==> src/rtl/seg_pkg.sv <==
`default_nettype none
// +----------------------------------------------------------------------+
// | seg_pkg : seven-segment pattern constants and scan defaults           |
// | Rev 1.0                                                               |
// +----------------------------------------------------------------------+
package seg_pkg;

  localparam int NUM_DIGITS       = 8;
  localparam int SCAN_DIV_DEFAULT = 50000;

  // Active-high a..g patterns, bit 0 = segment a
  localparam logic [6:0] SEG_0    = 7'h3F;
  localparam logic [6:0] SEG_1    = 7'h06;
  localparam logic [6:0] SEG_2    = 7'h5B;
  localparam logic [6:0] SEG_3    = 7'h4F;
  localparam logic [6:0] SEG_4    = 7'h66;
  localparam logic [6:0] SEG_5    = 7'h6D;
  localparam logic [6:0] SEG_6    = 7'h7D;
  localparam logic [6:0] SEG_7    = 7'h07;
  localparam logic [6:0] SEG_8    = 7'h7F;
  localparam logic [6:0] SEG_9    = 7'h6F;
  localparam logic [6:0] SEG_DASH = 7'h40;
  localparam logic [6:0] SEG_OFF  = 7'h00;

endpackage : seg_pkg
`default_nettype wire

==> src/rtl/seg7_decode.sv <==
`default_nettype none
// +----------------------------------------------------------------------+
// | seg7_decode : BCD nibble to active-high a..g pattern, dash if invalid |
// | Rev 1.0                                                               |
// +----------------------------------------------------------------------+
module seg7_decode
  import seg_pkg::*;
(
  input  logic [3:0] nibble,
  output logic [6:0] pattern
);

  always_comb begin
    pattern = SEG_DASH;
    case (nibble)
      4'd0:    pattern = SEG_0;
      4'd1:    pattern = SEG_1;
      4'd2:    pattern = SEG_2;
      4'd3:    pattern = SEG_3;
      4'd4:    pattern = SEG_4;
      4'd5:    pattern = SEG_5;
      4'd6:    pattern = SEG_6;
      4'd7:    pattern = SEG_7;
      4'd8:    pattern = SEG_8;
      4'd9:    pattern = SEG_9;
      default: pattern = SEG_DASH;
    endcase
  end

endmodule : seg7_decode
`default_nettype wire

==> src/rtl/seg_scan_display.sv <==
`default_nettype none
// +----------------------------------------------------------------------+
// | seg_scan_display : 8-digit multiplexed 7-seg driver, per-frame latch  |
// | Rev 1.0                                                               |
// +----------------------------------------------------------------------+
module seg_scan_display
  import seg_pkg::*;
#(
  parameter int SCAN_DIV = SCAN_DIV_DEFAULT
) (
  input  logic        clk,
  input  logic        rst_n,
  input  logic [31:0] bcd_in,
  input  logic        blank_lz,
  output logic [7:0]  an,
  output logic [7:0]  seg,
  output logic        frame_tick
);

  localparam int IDX_W = $clog2(NUM_DIGITS);
  localparam int CNT_W = (SCAN_DIV > 1) ? $clog2(SCAN_DIV) : 1;
  localparam logic [CNT_W-1:0] CNT_MAX   = CNT_W'(SCAN_DIV - 1);
  localparam logic [IDX_W-1:0] IDX_LAST  = IDX_W'(NUM_DIGITS - 1);

  logic [CNT_W-1:0] cnt;
  logic [IDX_W-1:0] idx;
  logic [31:0]      frame;
  logic             tick;
  logic [3:0]       digit;
  logic [6:0]       pattern;
  logic [31:0]      lz_mask;
  logic             blank;
  logic [7:0]       an_next;
  logic [7:0]       seg_next;

  assign tick = (cnt == CNT_MAX);

  always_ff @(posedge clk or negedge rst_n) begin
    if (!rst_n) begin
      cnt        <= '0;
      idx        <= '0;
      frame      <= '0;
      frame_tick <= 1'b0;
    end else begin
      frame_tick <= 1'b0;
      if (tick) begin
        cnt <= '0;
        idx <= idx + 1'b1;
        // Snapshot only at the wrap so a frame never mixes two scores
        if (idx == IDX_LAST) begin
          frame      <= bcd_in;
          frame_tick <= 1'b1;
        end
      end else begin
        cnt <= cnt + 1'b1;
      end
    end
  end

  assign digit = frame[{idx, 2'b00} +: 4];

  seg7_decode u_decode (
    .nibble  (digit),
    .pattern (pattern)
  );

  // Digit is a leading zero when it and every higher nibble are zero
  assign lz_mask = 32'hFFFF_FFFF << {idx, 2'b00};
  assign blank   = blank_lz && (idx != '0) && ((frame & lz_mask) == 32'h0);

  always_comb begin
    an_next  = 8'hFF;
    seg_next = 8'hFF;
    if (!blank) begin
      an_next  = ~(8'b1 << idx);
      seg_next = {1'b1, ~pattern};
    end
  end

  always_ff @(posedge clk or negedge rst_n) begin
    if (!rst_n) begin
      an  <= 8'hFF;
      seg <= 8'hFF;
    end else begin
      an  <= an_next;
      seg <= seg_next;
    end
  end

endmodule : seg_scan_display
`default_nettype wire

==> config.mk <==
export PLATFORM = sky130hd
export DESIGN_NAME = seg_scan_display
export DESIGN_NICKNAME = d
export VERILOG_FILES = /design/src/rtl/seg_pkg.sv /design/src/rtl/seg7_decode.sv /design/src/rtl/seg_scan_display.sv
export SDC_FILE = /design/constraint.sdc
export NUM_CORES = 1
export LEC_CHECK = 0
export ABC_AREA = 1
export BUFFER_PORTS_ARGS = -buffer_cell sky130_fd_sc_hd__buf_2
export CAP_MARGIN = 20
export CORE_MARGIN = 1
export CORE_UTILIZATION = 51
export CTS_CLUSTER_DIAMETER = 80
export DETAILED_ROUTE_END_ITERATION = 6
export GPL_ROUTABILITY_DRIVEN = 1
export GPL_TIMING_DRIVEN = 0
export PLACE_DENSITY = 0.7
export REMOVE_ABC_BUFFERS = 1
export SLEW_MARGIN = 20
export SYNTH_ARGS = -nofsm -noshare
export SYNTH_HDL_FRONTEND = slang
export SYNTH_HIERARCHICAL = 1
export SYNTH_SLANG_ARGS = --single-unit
export TNS_END_PERCENT = 100
==> constraint.sdc <==
create_clock -name clk -period 2.2 [get_ports clk]
set_input_delay 0.11 -clock clk [delete_from_list [all_inputs] [get_ports clk]]
set_output_delay 0.11 -clock clk [all_outputs]
set_load 0.02 [all_outputs]
==> metrics.cfg <==
[run_status]
status = completed

[routing]
wl_per_cell_um = 12.9
drt-vias-per-instance = 5.00
drtIter0Drc = 241
wirelength_mm = 8.03
firstDrtPassIters = 4
routed-via-count = 3103
drc = 0
detail-route-antenna-nets = 0

[floorplan]
start_util = 0.530
rows = 30
die_w_um = 86.0
core_area_um2 = 6790
dieHeight_um = 86.0
die_area_um2 = 7400
ios = 52

[yosys]
yosys_warnings = 6
synth_cells = 461
yosysTopAreaCell = dfrtp_1
synth_area_leaders = dfrtp_1 36%, nand2_1 17%, dfstp_2 11%
synth-seq-cells = 67
syn_avg_cell_area_um2 = 7.81
yosys.area.top_type_share = 0.361
synth.distinct_cells = 31
synth_area_um2 = 3600
synthArstFlopShare = 1.00
yosysSeqAreaShare = 0.471
synth_enable_flop_cells = 0
synthFlopType = dfrtp_1

[place]
dpl.hpwl_mm = 5.13
placed_area_um2 = 3850
io_buffers = 50
post-place-ws_ns = -0.333
gp_congestion = 0.858
post-place-cells = 587

[sta]
fin_crit_sh = 0.930
clock.fmax_mhz = 489
tightest_slew_ns = 0.701
setup_slack_ns = 0.154
fin_crit_ns = 2.05
rsz0062_at_grt = false
final.setup.tns_ns = 0
fin_skew_ns = 0.00780
hold_viol_final = 0
finalMaxSlewViolations = 0
setup_viol = 0
max_slew_margin = 0.532

[setup_path]
cp_max_fo = 12
critPathSlowestCell = dfrtp_4
crit_family = simple AND/OR/NAND/NOR gates
crit_type = reg -> reg
crit_top_cell = nand2_1
crit_path_end_kind = register
cpPeakStageDelay_ns = 0.51
crit_chain = clkinvlp_4, buf_4, ha_1, or2_2, nor2_1, nand3_1, nand2_1, nand2_1, nand2_1
cp-start-kind = register
worstPathRequired_ns = 2.48
cp_data_arrival_time_ns = 2.33
critPathBufInv = 2

[global_route]
antenna_found_initial = 0
overflow = 0
grt_start_max_net_pins = 42
grt_pass1_vias = 2796
grt_pass1_wl_mm = 13.2
grt_use_total = 0.232

[pwr]
power_mw = 2.26
ir_drop_mv = 0.329
p_leak_nw = 2.11
power.density_nw_per_um2 = 538

[layout]
n_antenna_cell = 0
final_cell_mix = 161 x nand2_1, 61 x nor2_1, 50 x dfrtp_1
final_common_cell = nand2_1
layout.cells.non_filler = 621
drive_gt1_frac = 0.225
fin_area_um2 = 4210
nets = 569
fillers = 616
syn_to_final_growth_pct = 17.0

[cts]
cts.sinks = 67
cts_buffers = 9
clk_latency_ns = 0.34
tritoncts = yes
cts-root-buf = clkbuf_8
cts_max_level = 3
clockBufferDepth = 2
clk_pin_slew_worst_paths_ns = 0.07

[flow_run]
drv_cap = 0

[min_path]
holdCritPathClass = in -> reg

-- per-stage QoR --
step / util / hold slack [ns]
6_report: 0.620 / 0.0143
4_1_cts: 0.605 / 0.00475
2_1_floorplan: - / -0.186
5_1_grt: 0.620 / 0.0145
3_5_place_dp: 0.567 / 0.0391
3_3_place_gp: 0.564 / 0.364
-- cells by family (layout without fill, tap and decap cells) --
| kind of cell | Yosys count | in the layout | share of synthesized area |
|---|---|---|---|
| fa+ha+maj | 14 | 14 | 0.0486 |
| xor+xnor | 5 | 5 | 0.0122 |
| compound gates | 33 | 33 | 0.0507 |
| simple gates | 281 | 283 | 0.337 |
| buf+inv | 60 | 122 | 0.0799 |
| other cells | 1 | 1 | 0.00104 |
| flops | 67 | 67 | 0.471 |
-- worst min-delay path: cells and delay by family --
kind	cells	cell delay, ns
buf+inv	1	0.09
simple gates	2	0.12
-- repair_timing --
action,in CTS,in global routing
cloned,1,1
hold buffers,1,0
setup endpoints to repair,44,43
gates resized for setup,5,5
setup buffers,4,11
pin swaps,1,3
endpoints found under the hold margin,26,0
-- path summary, 6_finish.rpt --
path | from | endpoint | slack, ns | cells past startpoint
max in group asynchronous | rst_n | idx[0] | 1.46 | 3
max | idx[0] | seg[0] | 0.15 | 9
min in group asynchronous | rst_n | cnt[13] | 0.21 | 2
max reg2reg | idx[0] | seg[0] | 0.15 | 9
min | bcd_in[2] | frame[2] | 0.01 | 3
min reg2reg | frame[0] | frame[0] | 0.48 | 2
-- cell type report --
cell class | instances | area (µm²) | area share
Clock buffer | 15 | 186 | 0.0443
Inverter | 39 | 151 | 0.0359
Clock inverter | 1 | 5.00 | 0.00119
Sequential cell | 67 | 1700 | 0.404
Multi-Input combinational cell | 336 | 1650 | 0.392
Tap cell | 96 | 120 | 0.0285
Timing Repair Buffer | 67 | 395 | 0.0939
-- routing by layer --
metal	vias to the layer above	GRT usage	wire, µm
met2	66	0.362	3770
li1	1590	-	-
met3	13	0.0375	288
met1	1434	0.316	3800
met4	0	0.109	172
met5	-	0	0
-- where the power goes --
part / internal [mW] / switching [mW] / leakage [nW]
sequential: 1.23 / 0 / 0.699
clock: 0.532 / 0.441 / 0.0997
combinational: 0.0261 / 0.0327 / 1.32
total: 1.79 / 0.473 / 2.11
-- cell usage after synthesis, types with 3 or more instances --
master	instances
nand2_1	163
inv_2	4
dfrtp_1	52
o21ai_0	16
nand2_2	3
o22ai_1	8
nor2_1	61
inv_1	33
buf_6	4
clkbuf_1	4
nand4_1	35
xor2_1	5
o21ai_1	4
nand3_1	12
buf_4	7
ha_1	14
dfstp_2	15
buf_2	4
-- registers in the layout, indices dropped and copies added (netlist names) --
name,count
frame_tick,1
idx,3
an,8
cnt,16
frame,32
seg,7
(Power assumes the default switching activity.)
